<file path="config.mk">
export PLATFORM = sky130hd
export DESIGN_NAME = spi_slave_gen_flat
export DESIGN_NICKNAME = d
export VERILOG_FILES = /design/src/rtl/spi_slave_gen_pkg.sv /design/src/rtl/spi_slave_gen_if.sv /design/src/rtl/spi_slave_gen_shift_reg.sv /design/src/rtl/spi_slave_gen.sv /design/src/flat_wrapper.sv
export SDC_FILE = /design/constraint.sdc
export NUM_CORES = 1
export LEC_CHECK = 0
export CORE_MARGIN = 3
export CORE_UTILIZATION = 50
export CTS_CLUSTER_SIZE = 10
export DETAILED_ROUTE_END_ITERATION = 8
export PLACE_DENSITY = 0.74
export SLEW_MARGIN = 40
export SYNTH_ARGS = -nofsm -noshare
export SYNTH_HDL_FRONTEND = slang
export SYNTH_HIERARCHICAL = 1
export SYNTH_SLANG_ARGS = --single-unit
export TNS_END_PERCENT = 20
</file>
<file path="constraint.sdc">
create_clock -name clk -period 3.5 [get_ports clk]
set_input_delay 0.525 -clock clk [delete_from_list [all_inputs] [get_ports clk]]
set_output_delay 0.525 -clock clk [all_outputs]
set_load 0.05 [all_outputs]
</file>
<file path="src/rtl/spi_slave_gen_pkg.sv">
// Shared definitions for the SPI slave front-end: FSM state encoding,
// command codes and a small state-classification helper.
package spi_slave_pkg;

  typedef enum logic [2:0] {
    ST_IDLE    = 3'd0,
    ST_RX      = 3'd1,
    ST_TX_WAIT = 3'd2,
    ST_TX      = 3'd3,
    ST_DONE    = 3'd4
  } state_e;

  localparam logic [1:0] CMD_WR_ADDR = 2'b00;
  localparam logic [1:0] CMD_WR_DATA = 2'b01;
  localparam logic [1:0] CMD_RD_ADDR = 2'b10;
  localparam logic [1:0] CMD_RD_DATA = 2'b11;

  // States in which a frame is still being transferred; leaving one of
  // them through SS_n is an incomplete frame.
  function automatic logic frame_open(input state_e s);
    return (s == ST_RX) || (s == ST_TX_WAIT) || (s == ST_TX);
  endfunction

endpackage

</file>
<file path="src/rtl/spi_slave_gen_if.sv">
// Bus bundle between the SPI slave front-end and its environment:
// serial pins, RAM-side receive word and transmit data handshake.
// With SPI_FRAME_ERR_EN defined the bundle also carries frame_err.
interface spi_slave_gen_if #(parameter int DATA_W = 8);

  logic              SS_n;
  logic              MOSI;
  logic              MISO;
  logic [DATA_W+1:0] rx_data;
  logic              rx_valid;
  logic [DATA_W-1:0] tx_data;
  logic              tx_valid;
  logic              busy;
`ifdef SPI_FRAME_ERR_EN
  logic              frame_err;

  modport slave  (input SS_n, MOSI, tx_data, tx_valid,
                  output MISO, rx_data, rx_valid, busy, frame_err);
  modport master (output SS_n, MOSI, tx_data, tx_valid,
                  input MISO, rx_data, rx_valid, busy, frame_err);
`else
  modport slave  (input SS_n, MOSI, tx_data, tx_valid,
                  output MISO, rx_data, rx_valid, busy);
  modport master (output SS_n, MOSI, tx_data, tx_valid,
                  input MISO, rx_data, rx_valid, busy);
`endif

endinterface

</file>
<file path="src/rtl/spi_slave_gen_shift_reg.sv">
// Generic MSB-first shift register: parallel load has priority over a
// left shift; sout is the current MSB (serial output).
module spi_shift_reg #(
  parameter int W = 8
) (
  input  logic         clk,
  input  logic         rst_n,
  input  logic         load,
  input  logic [W-1:0] load_val,
  input  logic         shift,
  input  logic         shift_in,
  output logic [W-1:0] q,
  output logic         sout
);

  logic [W-1:0] q_q, q_d;

  // Next value: load wins over shift, otherwise hold.
  always_comb begin
    q_d = q_q;
    if (load) begin
      q_d = load_val;
    end else if (shift) begin
      q_d = (q_q << 1) | W'(shift_in);
    end
  end

  // Register with asynchronous clear.
  always_ff @(posedge clk or negedge rst_n) begin
    if (!rst_n) q_q <= '0;
    else        q_q <= q_d;
  end

  assign q    = q_q;
  assign sout = q_q[W-1];

endmodule

</file>
<file path="src/rtl/spi_slave_gen.sv">
// Parametrised SPI slave front-end. MOSI/SS_n are sampled on clk; a frame is
// a 2-bit command plus DATA_W payload bits, MSB first. Read-data frames wait
// up to TX_TIMEOUT cycles for tx_valid and then serialise tx_data on MISO.
// Optional macro SPI_FRAME_ERR_EN adds the frame_err pulse output.
module spi_slave_gen
  import spi_slave_pkg::*;
#(
  parameter int DATA_W     = 8,
  parameter int TX_TIMEOUT = 255
) (
  input logic             clk,
  input logic             rst_n,
  spi_slave_gen_if.slave  bus
);

  localparam int CNT_W  = $clog2(DATA_W + 3);
  localparam int WAIT_W = $clog2(TX_TIMEOUT + 1);
  localparam logic [CNT_W-1:0]  LAST_RX_BIT = CNT_W'(DATA_W + 1);
  localparam logic [CNT_W-1:0]  LAST_TX_BIT = CNT_W'(DATA_W);
  localparam logic [WAIT_W-1:0] WAIT_MAX    = WAIT_W'(TX_TIMEOUT);

  state_e              state_q, state_d;
  logic [CNT_W-1:0]    bit_cnt_q, bit_cnt_d;
  logic [WAIT_W-1:0]   wait_cnt_q, wait_cnt_d, wait_inc;
  logic                rx_valid_q, rx_valid_d;
`ifdef SPI_FRAME_ERR_EN
  logic                frame_err_q, frame_err_d;
`endif

  logic                rx_load, rx_shift, rx_msb_unused;
  logic [DATA_W+1:0]   rx_q, rx_first;
  logic [1:0]          cmd_in;
  logic                tx_load, tx_shift, miso_w;
  logic [DATA_W-1:0]   tx_load_val, tx_par_unused;

  // First bit of a frame replaces the previous word entirely.
  assign rx_first = {{(DATA_W+1){1'b0}}, bus.MOSI};
  // Command bits as they will stand once the current MOSI bit is shifted in.
  assign cmd_in   = rx_q[DATA_W:DATA_W-1];

  // Frame FSM: next state, counters and shift-register controls.
  always_comb begin
    state_d     = state_q;
    bit_cnt_d   = bit_cnt_q;
    wait_cnt_d  = wait_cnt_q;
    wait_inc    = wait_cnt_q + 1'b1;
    rx_valid_d  = 1'b0;
    rx_load     = 1'b0;
    rx_shift    = 1'b0;
    tx_load     = 1'b0;
    tx_shift    = 1'b0;
    tx_load_val = bus.tx_data;
`ifdef SPI_FRAME_ERR_EN
    frame_err_d = 1'b0;
`endif
    if (bus.SS_n) begin
      // Deselect ends or aborts the frame; the TX register is cleared so
      // MISO drops to 0 on the same edge.
      state_d     = ST_IDLE;
      bit_cnt_d   = '0;
      wait_cnt_d  = '0;
      tx_load     = 1'b1;
      tx_load_val = '0;
`ifdef SPI_FRAME_ERR_EN
      frame_err_d = frame_open(state_q);
`endif
    end else begin
      unique case (state_q)
        ST_IDLE: begin
          rx_load   = 1'b1;
          bit_cnt_d = CNT_W'(1);
          state_d   = ST_RX;
        end
        ST_RX: begin
          rx_shift = 1'b1;
          if (bit_cnt_q == LAST_RX_BIT) begin
            rx_valid_d = 1'b1;
            bit_cnt_d  = '0;
            state_d    = (cmd_in == CMD_RD_DATA) ? ST_TX_WAIT : ST_DONE;
          end else begin
            bit_cnt_d = bit_cnt_q + 1'b1;
          end
        end
        ST_TX_WAIT: begin
          if (bus.tx_valid) begin
            tx_load    = 1'b1;
            bit_cnt_d  = CNT_W'(1);
            wait_cnt_d = '0;
            state_d    = ST_TX;
          end else if (wait_inc == WAIT_MAX) begin
            wait_cnt_d = '0;
            state_d    = ST_DONE;
`ifdef SPI_FRAME_ERR_EN
            frame_err_d = 1'b1;
`endif
          end else begin
            wait_cnt_d = wait_inc;
          end
        end
        ST_TX: begin
          // Shifting zeros in means the register is empty (MISO=0) exactly
          // when the last data bit has been held for one cycle.
          tx_shift = 1'b1;
          if (bit_cnt_q == LAST_TX_BIT) begin
            bit_cnt_d = '0;
            state_d   = ST_DONE;
          end else begin
            bit_cnt_d = bit_cnt_q + 1'b1;
          end
        end
        ST_DONE: ;
        default: state_d = ST_IDLE;
      endcase
    end
  end

  // State, counters and pulse outputs.
  always_ff @(posedge clk or negedge rst_n) begin
    if (!rst_n) begin
      state_q     <= ST_IDLE;
      bit_cnt_q   <= '0;
      wait_cnt_q  <= '0;
      rx_valid_q  <= 1'b0;
`ifdef SPI_FRAME_ERR_EN
      frame_err_q <= 1'b0;
`endif
    end else begin
      state_q     <= state_d;
      bit_cnt_q   <= bit_cnt_d;
      wait_cnt_q  <= wait_cnt_d;
      rx_valid_q  <= rx_valid_d;
`ifdef SPI_FRAME_ERR_EN
      frame_err_q <= frame_err_d;
`endif
    end
  end

  spi_shift_reg #(.W(DATA_W + 2)) u_rx_shift (
    .clk      (clk),
    .rst_n    (rst_n),
    .load     (rx_load),
    .load_val (rx_first),
    .shift    (rx_shift),
    .shift_in (bus.MOSI),
    .q        (rx_q),
    .sout     (rx_msb_unused)
  );

  spi_shift_reg #(.W(DATA_W)) u_tx_shift (
    .clk      (clk),
    .rst_n    (rst_n),
    .load     (tx_load),
    .load_val (tx_load_val),
    .shift    (tx_shift),
    .shift_in (1'b0),
    .q        (tx_par_unused),
    .sout     (miso_w)
  );

  assign bus.MISO     = miso_w;
  assign bus.rx_data  = rx_q;
  assign bus.rx_valid = rx_valid_q;
  assign bus.busy     = (state_q != ST_IDLE);
`ifdef SPI_FRAME_ERR_EN
  assign bus.frame_err = frame_err_q;
`endif

endmodule
</file>
<file path="src/flat_wrapper.sv">
// flat-port wrapper written by rule: the top's interface ports become plain ports
module spi_slave_gen_flat import spi_slave_pkg::*;
#(
  parameter int DATA_W     = 8,
  parameter int TX_TIMEOUT = 255
)
  (clk, rst_n, bus_SS_n, bus_MOSI, bus_tx_data, bus_tx_valid, bus_MISO, bus_rx_data, bus_rx_valid, bus_busy);
  spi_slave_gen_if #(.DATA_W(DATA_W)) bus_i ();
  input logic clk;
  input logic rst_n;
  input wire logic [$bits(bus_i.SS_n)-1:0] bus_SS_n;
  input wire logic [$bits(bus_i.MOSI)-1:0] bus_MOSI;
  input wire logic [$bits(bus_i.tx_data)-1:0] bus_tx_data;
  input wire logic [$bits(bus_i.tx_valid)-1:0] bus_tx_valid;
  output wire logic [$bits(bus_i.MISO)-1:0] bus_MISO;
  output wire logic [$bits(bus_i.rx_data)-1:0] bus_rx_data;
  output wire logic [$bits(bus_i.rx_valid)-1:0] bus_rx_valid;
  output wire logic [$bits(bus_i.busy)-1:0] bus_busy;
  assign bus_i.SS_n = bus_SS_n;
  assign bus_i.MOSI = bus_MOSI;
  assign bus_i.tx_data = bus_tx_data;
  assign bus_i.tx_valid = bus_tx_valid;
  assign bus_MISO = bus_i.MISO;
  assign bus_rx_data = bus_i.rx_data;
  assign bus_rx_valid = bus_i.rx_valid;
  assign bus_busy = bus_i.busy;
  spi_slave_gen #(.DATA_W(DATA_W), .TX_TIMEOUT(TX_TIMEOUT)) u_core (.clk(clk), .rst_n(rst_n), .bus(bus_i));
endmodule
</file>
==> impl_metrics.csv <==
group,metric,value,unit
run_status,status,"completed",
hold_path,holdCritPathClass,"flip-flop to flip-flop",
floorplanning,initial_core_util,0.544,
global_routing,grt_max_degree,35,
route,wirelength,3820,um
floorplanning,placementRows,21,
setup_path,slowest_stage,"clkdlybuf4s50_1",
run,maxCapViolations,0,
setup_path,crit_arrival,1.88,ns
layout,area_growth,19.1,%
placement,post-dp-hpwl,2730,um
route,drc,0,
cts,postCtsResizedCells,0,
layout,diodes,0,
power,ir_drop,0.353,mV
setup_path,reg2reg_to,"u_core/wait_cnt_q[2]$_DFFE_PN0P_",
sta,fmax,416,MHz
setup_path,r2r_slack,1.46,ns
cts,postCtsSetupRepairBufs,0,
setup_path,slowest_delay,0.71,ns
setup_path,crit_family,"buffers and inverters",
setup_path,end_kind,"primary output",
sta,period_minus_slack,2.40,ns
cts,cts_sinks,34,
route,drtIter0Drc,58,
floorplanning,io_pins,26,
sta,grt_setup_unrepaired,"no",
global_routing,grt_use_total,0.185,
placement,gp_congestion,0.821,
sta,fin_setup_tns,0,ns
cts,cts_buffers,5,
power,power.density,410,nW/um^2
cts,cts-root-buf,"clkbuf_8",
sta,relSlewSlack,0.648,
sta,fin_skew,0.00503,ns
setup_path,path_cells,"or3_1, clkdlybuf4s50_1",
yosys,syn_inst,201,
route,drtPass1Iterations,4,
power,p_leak,1.00,nW
sta,fin_crit_sh,0.687,
cts,h-tree-depth,2,
setup_path,path_max_fanout,10,
route,vias,1508,
yosys,syn_area_per_cell,9.53,sq um
global_routing,antenna_found_initial,0,
setup_path,cp_num_buf_inv,1,
cts,clk_path_buf_depth,2,
placement,io_buffer_count,25,
setup_path,r2r_start,"u_core/wait_cnt_q[0]$_DFFE_PN0P_",
layout,final_nets,251,
global_routing,grt_pass1_wl,6400,um
route,vias_per_cell,5.39,
sta,setup_viol,0,
floorplanning,fp.dieH,67.9,um
sta,final-hold-violation-count,0,
hold_path,hold_path_startpoint,"u_core/bit_cnt_q[3]$_DFFE_PN0P_",
setup_path,ff2ff_path_depth,7,
floorplanning,die_x,67.9,um
setup_path,cp.required,2.97,ns
yosys,ys_warn_count,6,
sta,timing.hold.ws,0.510,ns
global_routing,overflow,0,
global_routing,first_global_vias,1438,
sta,tightest_slew,0.527,ns
layout,drive_above_1_share,0.0598,
setup_path,start_kind,"flip-flop",
yosys,synth_area,1920,sq um
sta,slew_violations,0,
floorplanning,placeableCoreArea,3520,sq um
hold_path,holdPathStages,1,
route,ant_nets,0,
setup_path,crit_type,"flip-flop to primary output",
cts,hold_buffers,0,
cts,cts_tree,"built",
layout,fillCellCount,316,
cts,clkTransAtPathRegs,0.07,ns
route,post_drt_wl_per_cell,13.6,um
hold_path,holdPathEnd,"u_core/bit_cnt_q[3]$_DFFE_PN0P_",
cts,clk_latency,0.28,ns
floorplanning,dieArea,4610,sq um
## worst reg2reg max path: stages, from the launching register on
cell	delay, ns
dfrtp_1	0.46
ha_1	0.27
nor2b_1	0.16
nand3_1	0.11
o21ai_1	0.22
a31o_1	0.37
o21ba_1	0.19
a21o_1	0.15
## cell usage in the layout, fill, tap and decap left out, drive strengths merged, types with 3 or more instances in the layout
cell type / n
nand2: 34
dfrtp: 34
o21ai: 27
clkdlybuf4s50: 25
mux2i: 19
nor2b: 13
conb: 10
nand3: 8
nor2: 6
clkbuf: 6
ha: 5
inv: 4
a21o: 4
and3: 4
nand4: 4
xor2: 4
buf: 3
## layout make-up
type / count / area [sq um] / area share
multi-input combinational: 160 / 998 / 0.438
timing repair buffer: 28 / 273 / 0.120
inverter: 4 / 15.0 / 0.00658
tap: 46 / 57.6 / 0.0252
clock buffer: 6 / 72.6 / 0.0318
clock inverter: 2 / 13.8 / 0.00603
sequential: 34 / 851 / 0.373
## registers in the layout, indices dropped and copies added, names as in the netlist
register and flops:
u_core/bus.rx_valid 1, u_core/u_rx_shift/q 10, u_core/u_tx_shift/q 8, u_core/wait_cnt_q 8
u_core/bit_cnt_q 4, u_core/state_q 3
## how the worst max path moves through the flow
stage	startpoint	end	slack, ns	depth (start not counted)
CTS	u_core/state_q[1]$_DFFE_PN0P_	bus_busy	1.09	2
floorplan	u_core/wait_cnt_q[0]$_DFFE_PN0P_	u_core/wait_cnt_q[2]$_DFFE_PN0P_	1.81	8
global route	bus_SS_n	u_core/u_rx_shift/q[6]$_DFFE_PN0P_	0.94	7
finish	u_core/state_q[1]$_DFFE_PN0P_	bus_busy	1.10	2
global placement	bus_SS_n	u_core/u_tx_shift/q[5]$_DFFE_PN0P_	0.95	5
detailed placement	bus_SS_n	u_core/u_tx_shift/q[5]$_DFFE_PN0P_	0.82	5
## layer usage
layer,vias to the layer above,GRT usage,part of all wire
li1,761,-,-
met5,-,0,0
met2,36,0.286,0.46
met1,706,0.244,0.47
met3,5,0.0591,0.057
met4,0,0.0670,0.0087
## stage by stage
stage / area, sq um / worst slack, ns / util / cells / total power, mW
after floorplan: 1950 / 1.81 / - / 210 / 0.586
after global placement: 2190 / 0.955 / 0.623 / 272 / 0.657
after detailed placement: 2190 / 0.820 / 0.623 / 272 / 0.664
after CTS: 2280 / 1.09 / 0.648 / 280 / 0.948
after global routing: 2280 / 0.937 / 0.648 / 280 / 0.984
final: 2280 / 1.10 / 0.648 / 280 / 0.935
## report_power, final
part / leakage, nW / internal, mW / total [mW] / switching, mW
clock: 0.0452 / 0.140 / 0.279 / 0.139
sequential: 0.446 / 0.421 / 0.448 / 0.0267
combinational: 0.508 / 0.0778 / 0.208 / 0.130
total: 1.00 / 0.639 / 0.935 / 0.296
Power figures use the tool's default switching activity.
